## src/rtl/ram_bist.sv

```systemverilog
// March-style built-in self-test for a single-port synchronous RAM: two write/read-back
// passes (pattern, then inverted pattern) with first-failure capture and a saturating error count.
module ram_bist #(
  parameter int DATA_WIDTH = 4,
  parameter int ADDR_WIDTH = 4,
  parameter int DEPTH      = 16,
  parameter int ERR_WIDTH  = 8
) (
  input  logic                  clk,
  input  logic                  rst,
  input  logic                  start,
  input  logic [DATA_WIDTH-1:0] seed,
  output logic                  busy,
  output logic                  done,
  output logic                  pass,
  output logic [ADDR_WIDTH-1:0] fail_addr,
  output logic [DATA_WIDTH-1:0] fail_data,
  output logic [ERR_WIDTH-1:0]  err_count,
  output logic                  mem_rw,
  output logic [ADDR_WIDTH-1:0] mem_addr,
  output logic [DATA_WIDTH-1:0] mem_datain,
  input  logic [DATA_WIDTH-1:0] mem_dataout
);

  typedef enum logic [2:0] {S_IDLE, S_WR, S_RD, S_TAIL, S_DONE} state_t;

  localparam logic [ADDR_WIDTH-1:0] LAST_ADDR = ADDR_WIDTH'(DEPTH - 1);

  state_t                 state, state_nx;
  logic                   pass_idx;
  logic [ADDR_WIDTH-1:0]  addr;
  logic [ADDR_WIDTH-1:0]  cmp_addr;
  logic                   cmp_valid;
  logic [DATA_WIDTH-1:0]  seed_q;
  logic [DATA_WIDTH-1:0]  cmp_exp;
  logic                   last;
  logic                   mismatch;
  logic                   err_full;

  function automatic logic [DATA_WIDTH-1:0] pattern(
    input logic [ADDR_WIDTH-1:0] a,
    input logic                  inv,
    input logic [DATA_WIDTH-1:0] s
  );
    logic [DATA_WIDTH-1:0] p;
    p = DATA_WIDTH'(a) ^ s;
    return inv ? ~p : p;
  endfunction

  assign last     = (addr == LAST_ADDR);
  assign cmp_exp  = pattern(cmp_addr, pass_idx, seed_q);
  assign mismatch = cmp_valid && (mem_dataout != cmp_exp);
  assign err_full = &err_count;

  // NOTE: next_state gets a default before the case so no path can infer a latch.
  always_comb begin
    state_nx = state;
    case (state)
      S_IDLE, S_DONE: if (start) state_nx = S_WR;
      S_WR:           if (last)  state_nx = S_RD;
      S_RD:           if (last)  state_nx = S_TAIL;
      S_TAIL:         state_nx = pass_idx ? S_DONE : S_WR;
      default:        state_nx = S_IDLE;
    endcase
  end

  // NOTE: all registered state uses non-blocking assignment so every flop sees pre-edge values.
  always_ff @(posedge clk or posedge rst) begin
    if (rst) begin
      state      <= S_IDLE;
      pass_idx   <= 1'b0;
      addr       <= '0;
      cmp_addr   <= '0;
      cmp_valid  <= 1'b0;
      seed_q     <= '0;
      busy       <= 1'b0;
      done       <= 1'b0;
      pass       <= 1'b0;
      fail_addr  <= '0;
      fail_data  <= '0;
      err_count  <= '0;
      mem_rw     <= 1'b0;
      mem_addr   <= '0;
      mem_datain <= '0;
    end else begin
      state     <= state_nx;
      cmp_valid <= 1'b0;
      mem_rw    <= 1'b0;
      case (state)
        S_IDLE, S_DONE: begin
          if (start) begin
            seed_q    <= seed;
            err_count <= '0;
            fail_addr <= '0;
            fail_data <= '0;
            pass      <= 1'b0;
            done      <= 1'b0;
            busy      <= 1'b1;
            pass_idx  <= 1'b0;
            addr      <= '0;
          end
        end
        S_WR: begin
          mem_rw     <= 1'b1;
          mem_addr   <= addr;
          mem_datain <= pattern(addr, pass_idx, seed_q);
          addr       <= last ? '0 : addr + 1'b1;
        end
        S_RD: begin
          mem_addr  <= addr;
          cmp_valid <= 1'b1;
          cmp_addr  <= addr;
          addr      <= last ? '0 : addr + 1'b1;
        end
        S_TAIL: begin
          if (pass_idx) begin
            busy <= 1'b0;
            done <= 1'b1;
            // The final compare lands on this same edge, so fold it into the verdict.
            pass <= (err_count == '0) && !mismatch;
          end else begin
            pass_idx <= 1'b1;
          end
        end
        default: ;
      endcase

      if (mismatch) begin
        if (!err_full) err_count <= err_count + 1'b1;
        // err_count never returns to zero once set, so zero marks "no failure latched yet".
        if (err_count == '0) begin
          fail_addr <= cmp_addr;
          fail_data <= mem_dataout;
        end
      end
    end
  end

endmodule
```

## config.mk

```make
export PLATFORM = sky130hd
export DESIGN_NAME = ram_bist
export DESIGN_NICKNAME = d
export VERILOG_FILES = /design/src/rtl/ram_bist.sv
export SDC_FILE = /design/constraint.sdc
export NUM_CORES = 1
export LEC_CHECK = 0
export CAP_MARGIN = 0
export CORE_MARGIN = 5
export CORE_UTILIZATION = 30
export DETAILED_ROUTE_END_ITERATION = 6
export HOLD_SLACK_MARGIN = 0.08
export PLACE_DENSITY = 0.48
export SKIP_LAST_GASP = 1
export SLEW_MARGIN = 20
export SYNTH_ARGS = -nofsm -noshare
export SYNTH_HDL_FRONTEND = slang
export SYNTH_SLANG_ARGS = --single-unit
```

## constraint.sdc

```tcl
create_clock -name clk -period 1.86 [get_ports clk]
set_input_delay 0.558 -clock clk [delete_from_list [all_inputs] [get_ports clk]]
set_output_delay 0.558 -clock clk [all_outputs]
set_load 0.02 [all_outputs]
```

==> results of run 1 <==
final cells by class:
cell class | instances | area share
Clock buffer | 5 | 0.0212
Clock inverter | 3 | 0.00539
Inverter | 14 | 0.0162
Multi-Input combinational cell | 148 | 0.366
Sequential cell | 45 | 0.347
Tap cell | 99 | 0.0381
Timing Repair Buffer | 70 | 0.205
timing repair:
action | CTS | global route
resized for setup | 28 | 11
endpoints found under the setup margin | 28 | 27
buffers inserted | 1 | 2
pin swaps | 10 | 4
stage by stage:
stage / setup slack (ps) / hold WS [ps] / util / power [mW] / cell area [µm²]
floorplan: -130 / 521 / - / 2.77 / 2360
global placement: -717 / 477 / 0.424 / 3.64 / 3090
detailed placement: -749 / 475 / 0.424 / 3.65 / 3090
CTS: -143 / 496 / 0.442 / 4.39 / 3220
global route: -186 / 536 / 0.445 / 4.63 / 3250
finish: -105 / 490 / 0.445 / 4.31 / 3250
critical path, delay by kind of cell, from the launching register on:
kind	cells	cell delay, ps
compound gates	2	810
buf+inv	1	150
flops	1	390
xor+xnor	2	300
simple gates	1	200
synth_stat cells, types with 4 or more instances:
| cell | instances | share of area |
|---|---|---|
| mux2_2 | 9 | 0.045 |
| nand2_1 | 28 | 0.046 |
| a21oi_1 | 7 | 0.015 |
| dfrtp_1 | 45 | 0.50 |
| nand3_1 | 7 | 0.015 |
| o31ai_1 | 5 | 0.017 |
| and2_1 | 4 | 0.011 |
| o21ai_0 | 11 | 0.024 |
| nor2_1 | 10 | 0.017 |
| clkbuf_1 | 8 | 0.013 |
| mux2i_1 | 10 | 0.044 |
| nand2b_1 | 4 | 0.011 |
| xnor2_1 | 13 | 0.050 |
| inv_1 | 14 | 0.023 |
registers in the layout, indices dropped and copies added, names as in the netlist:
register,cells
mem_addr,4
addr,4
pass_idx,1
busy,1
pass,1
cmp_addr,4
mem_rw,1
cmp_valid,1
seed_q,4
err_count,8
done,1
mem_datain,4
state,3
fail_data,4
fail_addr,4
routing by layer:
metal | vias up | part of all wire
met1 | 818 | 0.51
met5 | - | 0
met3 | 8 | 0.038
met4 | 0 | 0.015
met2 | 31 | 0.44
li1 | 866 | -
path summary, 6_finish.rpt:
path | slack, ps | endpoint | cells past startpoint | startpoint
setup / recovery | -110 | err_count[3] | 6 | pass_idx
hold / removal | 490 | mem_datain[0] | 2 | mem_datain[0]
setup reg to reg | -110 | err_count[3] | 6 | pass_idx
hold reg to reg | 490 | mem_datain[0] | 2 | mem_datain[0]
max in group asynchronous | 1040 | err_count[0] | 3 | rst
min in group asynchronous | 600 | err_count[6] | 3 | rst
power by group through the flow:
stage | sequential, mW | combinational, mW | clock [mW]
floorplan | 1.61 | 1.16 | 0
global placement | 1.48 | 2.16 | 0
detailed placement | 1.48 | 2.17 | 0
CTS | 1.48 | 2.27 | 0.643
global route | 1.51 | 2.44 | 0.674
finish | 1.47 | 2.23 | 0.613
cells by family after synthesis:
group | count (synthesis)
AO/OA/AOI/OAI | 38
XOR/XNOR | 18
adder cells (fa/ha/maj) | 3
buffers and inverters | 24
flip-flops | 45
multiplexers | 19
AND/OR/NAND/NOR | 70
==> flow_metrics.tcl, run 1 <==
set metrics [dict create \
    first_pass_iters 4 \
    drive_gt1_frac 0.253 \
    ys.flop_type "dfrtp_1" \
    grt_max_degree 46 \
    cts_buffer_depth 2 \
    fin_crit_sh 1.06 \
    final_common_cell "dfrtp_1" \
    fill_cells 752 \
    rsz0062_at_grt "true" \
    multi_input_area_um2 1190 \
    top_usage_layer "met1" \
    hold_path.class "reg2reg" \
    p_per_area_nw_per_um2 1330 \
    ys_ff_latch 45 \
    regArea_um2 1130 \
    cts_sinks 45 \
    grt_pass1_wl_mm 9.11 \
    grt_util_met1 0.176 \
    min_period_ps 1970 \
    postCtsHoldBufs 0 \
    switching_share 0.379 \
    final_nets 298 \
    grt.total_usage 0.120 \
    h-tree-depth 2 \
    final_max_slew_viol_count 0 \
    die_w_um 96.9 \
    mostFrequentLayoutCells "dfrtp_1, nand2_1, buf_4, dlygate4sd2_1" \
    syn_to_final_growth_pct 43.4 \
    critical_path_class "reg2reg" \
    synth-edff-count 0 \
    crit_fanout 5 \
    p_switching_mw 1.63 \
    grt_pass1_vias 1671 \
    crit_required_ps 2050 \
    stdcell_count 384 \
    maxCapViolCount 0 \
    fin_tns_setup_ps -458 \
    arrival_ps 2160 \
    synth_simple_gate_area_frac 0.148 \
    yosys.area_share.adder 0.0166 \
    status "complete, but fails checks" \
    cts_made_buffers 5 \
    remaining_drc_errors 0 \
    fmax_ghz 0.509 \
    syn_area_um2 2260 \
    ir_worst_vdd_v 0.000464 \
    ys_seq_area_frac 0.497 \
    endpoint_kind "flop" \
    max-slew-margin-rel 0.776 \
    syn_nets 231 \
    cellLeakagePower_nw 1.57 \
    synthCells 217 \
    p_int_mw 2.67 \
    initial_core_util 0.311 \
    postRouteAntennaNets 0 \
    failed_checks "negative setup slack" \
    async_flop_share 1.00 \
    dp_hpwl_mm 3.81 \
    synth_xor_area_frac 0.0845 \
    die_h_um 96.9 \
    synth.distinct_cells 42 \
    drt_iter0_drc 116 \
    critPathSlowestCell "o41a_1" \
    synth_mux_area_frac 0.0890 \
    finalWeightedCongestion 0.790 \
    pwr-share-comb 0.517 \
    antenna_found_initial 0 \
    clk-insertion-delay-late_ps 300 \
    clock_power_share 0.142 \
    skew_ps 7.13 \
    p_seq_frac 0.341 \
    wl_per_cell_um 13.8 \
    io_pins 39 \
    critical-path-max-stage-delay_ps 500 \
    yosys_warnings 0 \
    root_buffer "clkbuf_8" \
    avgSynthCellArea_um2 10.4 \
    fp-row-count 31 \
    met2_usage 0.171 \
    routed_wirelength_mm 5.30 \
    diodes 0 \
    dp.cells 376 \
    globalRouteMet3Util 0.0288 \
    cp-start-kind "flop" \
    max_slew.worst_pin.slew_ps 335 \
    design.core.area_um2 7290 \
    vias_per_cell 4.49 \
    hold_violations 0 \
    crit_chain "buf_6 > xor2_4 > xnor2_2 > o41a_1 > and2_4 > a221o_1" \
    setup_violations 8 \
    synth_top_family_by_area "simple AND/OR/NAND/NOR gates" \
    finalWorstSetupSlack_ps -105 \
    cts.clk_slew.worst_paths_ps 90 \
    dieArea_um2 9390 \
    overflow 0 \
    route.vias.total 1723 \
    cts_tree "yes" \
    io_buffers 38 \
    synth_compound_area_frac 0.122 \
]
Note: power is estimated with default switching activity, not from simulation.
==> inputs of run 2 (changes only) <==
--- a/config.mk
+++ b/config.mk
@@ -12,7 +12,6 @@
 export HOLD_SLACK_MARGIN = 0.08
 export PLACE_DENSITY = 0.48
 export SKIP_LAST_GASP = 1
-export SLEW_MARGIN = 20
 export SYNTH_ARGS = -nofsm -noshare
 export SYNTH_HDL_FRONTEND = slang
 export SYNTH_SLANG_ARGS = --single-unit
==> results of run 2 <==
Same layout as run 1: the final DEF is identical, and so are final timing and power.
==> inputs of run 3 (changes only) <==
--- a/config.mk
+++ b/config.mk
@@ -5,7 +5,6 @@
 export SDC_FILE = /design/constraint.sdc
 export NUM_CORES = 1
 export LEC_CHECK = 0
-export CAP_MARGIN = 0
 export CORE_MARGIN = 5
 export CORE_UTILIZATION = 30
 export DETAILED_ROUTE_END_ITERATION = 6
==> results of run 3 <==
Same layout as run 1: the final DEF is identical, and so are final timing and power.
==> variant 1, RTL diff (config.mk and constraints of run 2) <==
Encoding of `state_t`: now one-hot (5 bits for 5 states).
--- a/src/rtl/ram_bist.sv
+++ b/src/rtl/ram_bist.sv
@@ -22,7 +22,7 @@
   input  logic [DATA_WIDTH-1:0] mem_dataout
 );
 
-  typedef enum logic [2:0] {S_IDLE, S_WR, S_RD, S_TAIL, S_DONE} state_t;
+  typedef enum logic [4:0] {S_IDLE = 5'b00001, S_WR = 5'b00010, S_RD = 5'b00100, S_TAIL = 5'b01000, S_DONE = 5'b10000} state_t;
 
   localparam logic [ADDR_WIDTH-1:0] LAST_ADDR = ADDR_WIDTH'(DEPTH - 1);
 
Behaviour: no difference found for any inputs over 10 cycles, from zero or initial values and one cycle with rst high; not proved beyond that.
==> variant 1 against run 2 <==
  * The run still ends with negative setup slack left
  * Power increased by 6.8%
  * Sequential cell count increased by 2
  * Final area increased by 1.1%
  * Synthesized cell count increased by 5.1%
  * Global-route usage increased by 0.91 points
  * First-iteration DRC count decreased by 51%
  * Routed wire length increased by 8.1%
  * Fmax decreased by 4.4%
  * Synthesized area increased by 0.94%
  * Sequential share of layout area increased by 1.1 points
  * Worst setup slack got worse by 90 ps
  * Clock skew increased by 1.1 ps
  * Critical path type unchanged
  * Highest routed layer unchanged
==> variant 1: results (changes against run 2) <==
{| class="wikitable"
! Metric !! Value
|-
| Switching power summed over all nets || 1.77 mW (+8.3%)
|-
| Area of placed instances || 3000 um^2 (-3.2%)
|-
| Met3 layer usage reported by global route || 0.0309 (+0.00209)
|-
| Result of the run || finished, violations left
|-
| Wirelength per Cell || 14.5 um (+4.8%)
|-
| Failing checks || negative setup slack
|-
| Portion of total power attributed to combinational logic || 0.531 (+0.014)
|-
| Final Setup Violations || 15 (+7)
|-
| Met2 track utilization from global routing || 0.203 (+0.0318)
|-
| GR met1 Demand/Resource || 0.175 (-0.00166)
|-
| Max VDD drop || 0.511 mV (+10%)
|-
| Share of final-layout standard cells stronger than drive strength 1 || 0.242 (-0.0102)
|-
| Power Dens Cells || 1400 nW/um^2 (+5.6%)
|-
| Met2 wire len || 2.76 mm (+20%)
|-
| DRC marker count from the first detailed-route iteration || 57 (-51%)
|-
| Proportion of synthesized area in mux cells || 0.0345 (-0.0545)
|-
| Net count after synthesis || 242 (+4.8%)
|-
| Worst clock skew on the final layout || 8.23 ps (+1.10 ps)
|-
| Largest net degree at the start of global routing || 41 (-11%)
|-
| Sequential cell area fraction in the yosys report || 0.515 (+0.0178)
|-
| Slowest cell delay on critical path || 480 ps (-20 ps)
|-
| Placer congestion estimate || 0.787 (-0.37%)
|-
| Reported leakage power || 1.74 nW (+11%)
|-
| Post-route worst setup slack || -196 ps (-90.3 ps)
|-
| Area share of fa/ha/maj cells after synthesis || 0.0164 (-0.000154)
|-
| All-Layer GR Usage || 0.129 (+0.00914)
|-
| Non-filler instance count after layout || 396 (+3.1%)
|}
[variant 1: cell types whose count changed in the layout (fill, tap and decap cells not counted), sizes merged, moves of 4 or more]
| cell | delta |
|---|---|
| o21ai | +14 |
| mux2i | -10 |
| a21oi | -6 |
| o211ai | +6 |
| nand2 | +4 |
[variant 1: final cells by class]
type / count / area (um^2)
multi-input combinational: 157 / 1140
clock inverter: 1 / 5.00
fill: 704 / 4050
clock buffer: 6 / 82.6
sequential: 47 / 1180
inverter: 17 / 63.8
timing repair buffer: 69 / 692
tap: 99 / 124
[variant 1: final timing paths]
kind	start	end	slack [ps]	cells after the start
max	pass_idx	err_count[7]	-200	6
min	rst	pass	490	2
max reg2reg	pass_idx	err_count[7]	-200	6
min reg2reg	busy	busy	490	1
max in group asynchronous	rst	state[0]	850	3
min in group clk	busy	busy	490	1
[variant 1: what timing repair did]
action,CTS,global route
gates cloned,0,1
resized for setup,20,41
pin swaps,7,6
endpoints found under the setup margin,26,35
buffers inserted,0,3
==> variant 2, RTL diff (settings of run 2) <==
Made on the original files. `ERR_WIDTH`: 8 -> 10.
--- a/src/rtl/ram_bist.sv
+++ b/src/rtl/ram_bist.sv
@@ -4,7 +4,7 @@
   parameter int DATA_WIDTH = 4,
   parameter int ADDR_WIDTH = 4,
   parameter int DEPTH      = 16,
-  parameter int ERR_WIDTH  = 8
+  parameter int ERR_WIDTH  = 10
 ) (
   input  logic                  clk,
   input  logic                  rst,
Ports: changed (resized err_count); port bits go from 39 to 41. No check against the original RTL was run, so the function may have changed too.
==> variant 2 against run 2 <==
  * The flow still finishes with violations (negative setup slack)
  * Final area up 0.69%
  * Power increased by 0.75%
  * Largest cell class is now registers
  * Worst setup slack worse by 41 ps
  * Critical path type unchanged
  * Critical endpoint is now err_count[5]
  * Synthesized area up 4.7%
  * Fmax fell by 2.0%
  * Routed wire length grew 8.1%
  * Sequential cell count increased by 2
  * Highest routed layer unchanged
  * Largest power group unchanged
  * First-iteration DRC count is 14% lower
==> variant 2: results (changes against run 2) <==
{| class="wikitable"
! Metric !! Value
|-
| DRC marker count from the first detailed-route iteration || 100 (-14%)
|-
| Failing checks || negative setup slack
|-
| Final Setup Violations || 18 (+10)
|-
| Hold-critical path endpoint || mem_datain[2]
|-
| End point of the critical path || err_count[5]
|-
| Area of placed instances || 3080 um^2 (-0.32%)
|-
| Result of the run || finished, violations left
|-
| Share of final-layout standard cells stronger than drive strength 1 || 0.213 (-0.0400)
|-
| Post-route worst setup slack || -146 ps (-41.0 ps)
|-
| Sequential cell fraction of total power || 0.374 (+0.033)
|-
| Resize count post-CTS || 25 (-11%)
|-
| Routed met3 length || 198 um (-1.0%)
|-
| Met2 track utilization from global routing || 0.182 (+0.0114)
|-
| All-Layer GR Usage || 0.122 (+0.00280)
|-
| Met2 wire len || 2.59 mm (+12%)
|-
| Hold wc startpoint || mem_datain[2]
|-
| Highest-delay cell along the critical path || dfrtp_2
|-
| Post CTS Setup Buffer Count || 2 (+1)
|-
| Worst clock skew on the final layout || 9.89 ps (+2.76 ps)
|-
| Met3 layer usage reported by global route || 0.0198 (-0.00896)
|-
| Sequential cell area fraction in the yosys report || 0.496 (-0.00120)
|-
| Largest register FFs || 10 (+2)
|-
| Area contributors post-synth || dfrtp_1, xnor2_1, mux2_2
|-
| Post-synth cell types || 44 (+4.8%)
|-
| Final net count || 314 (+5.4%)
|-
| Global-route wire length before repair || 9.67 mm (+6.1%)
|-
| Worst r2r path cells || 7 (+1)
|-
| Total negative slack for setup checks || -2170 ps (-1710 ps)
|-
| List of most frequent post-synthesis cells || dfrtp_1, nand2_1, o21ai_0, nor2_1
|-
| Switching power summed over all nets || 1.63 mW (about the same)
|-
| Detailed placement HPWL || 4.35 mm (+14%)
|}
==> variant 2: cells by family (layout without fill, tap and decap cells) <==
kind of cell,count (synthesis),after routing,share of synthesized area
AND/OR/NAND/NOR,80,80,0.163
flip-flops,47,47,0.496
AO/OA/AOI/OAI,42,42,0.126
buffers and inverters,24,94,0.0427
XOR/XNOR,18,18,0.0807
multiplexers,17,17,0.0765
adder cells (fa/ha/maj),3,3,0.0158
==> variant 2: area by class of cell <==
| cell class | instances | area, um^2 | area share |
|---|---|---|---|
| multi-input combinational | 160 | 1110 | 0.340 |
| timing repair buffer | 72 | 679 | 0.208 |
| clock buffer | 5 | 68.8 | 0.0210 |
| clock inverter | 3 | 47.5 | 0.0145 |
| tap | 102 | 128 | 0.0390 |
| inverter | 14 | 52.6 | 0.0161 |
| sequential | 47 | 1180 | 0.362 |
==> variant 2: stage by stage <==
step                power, mW  cells
finish                   4.34    403
global route             4.66    403
CTS                      4.45    403
detailed placement       3.64    392
global placement         3.61    392
floorplan                2.81    231
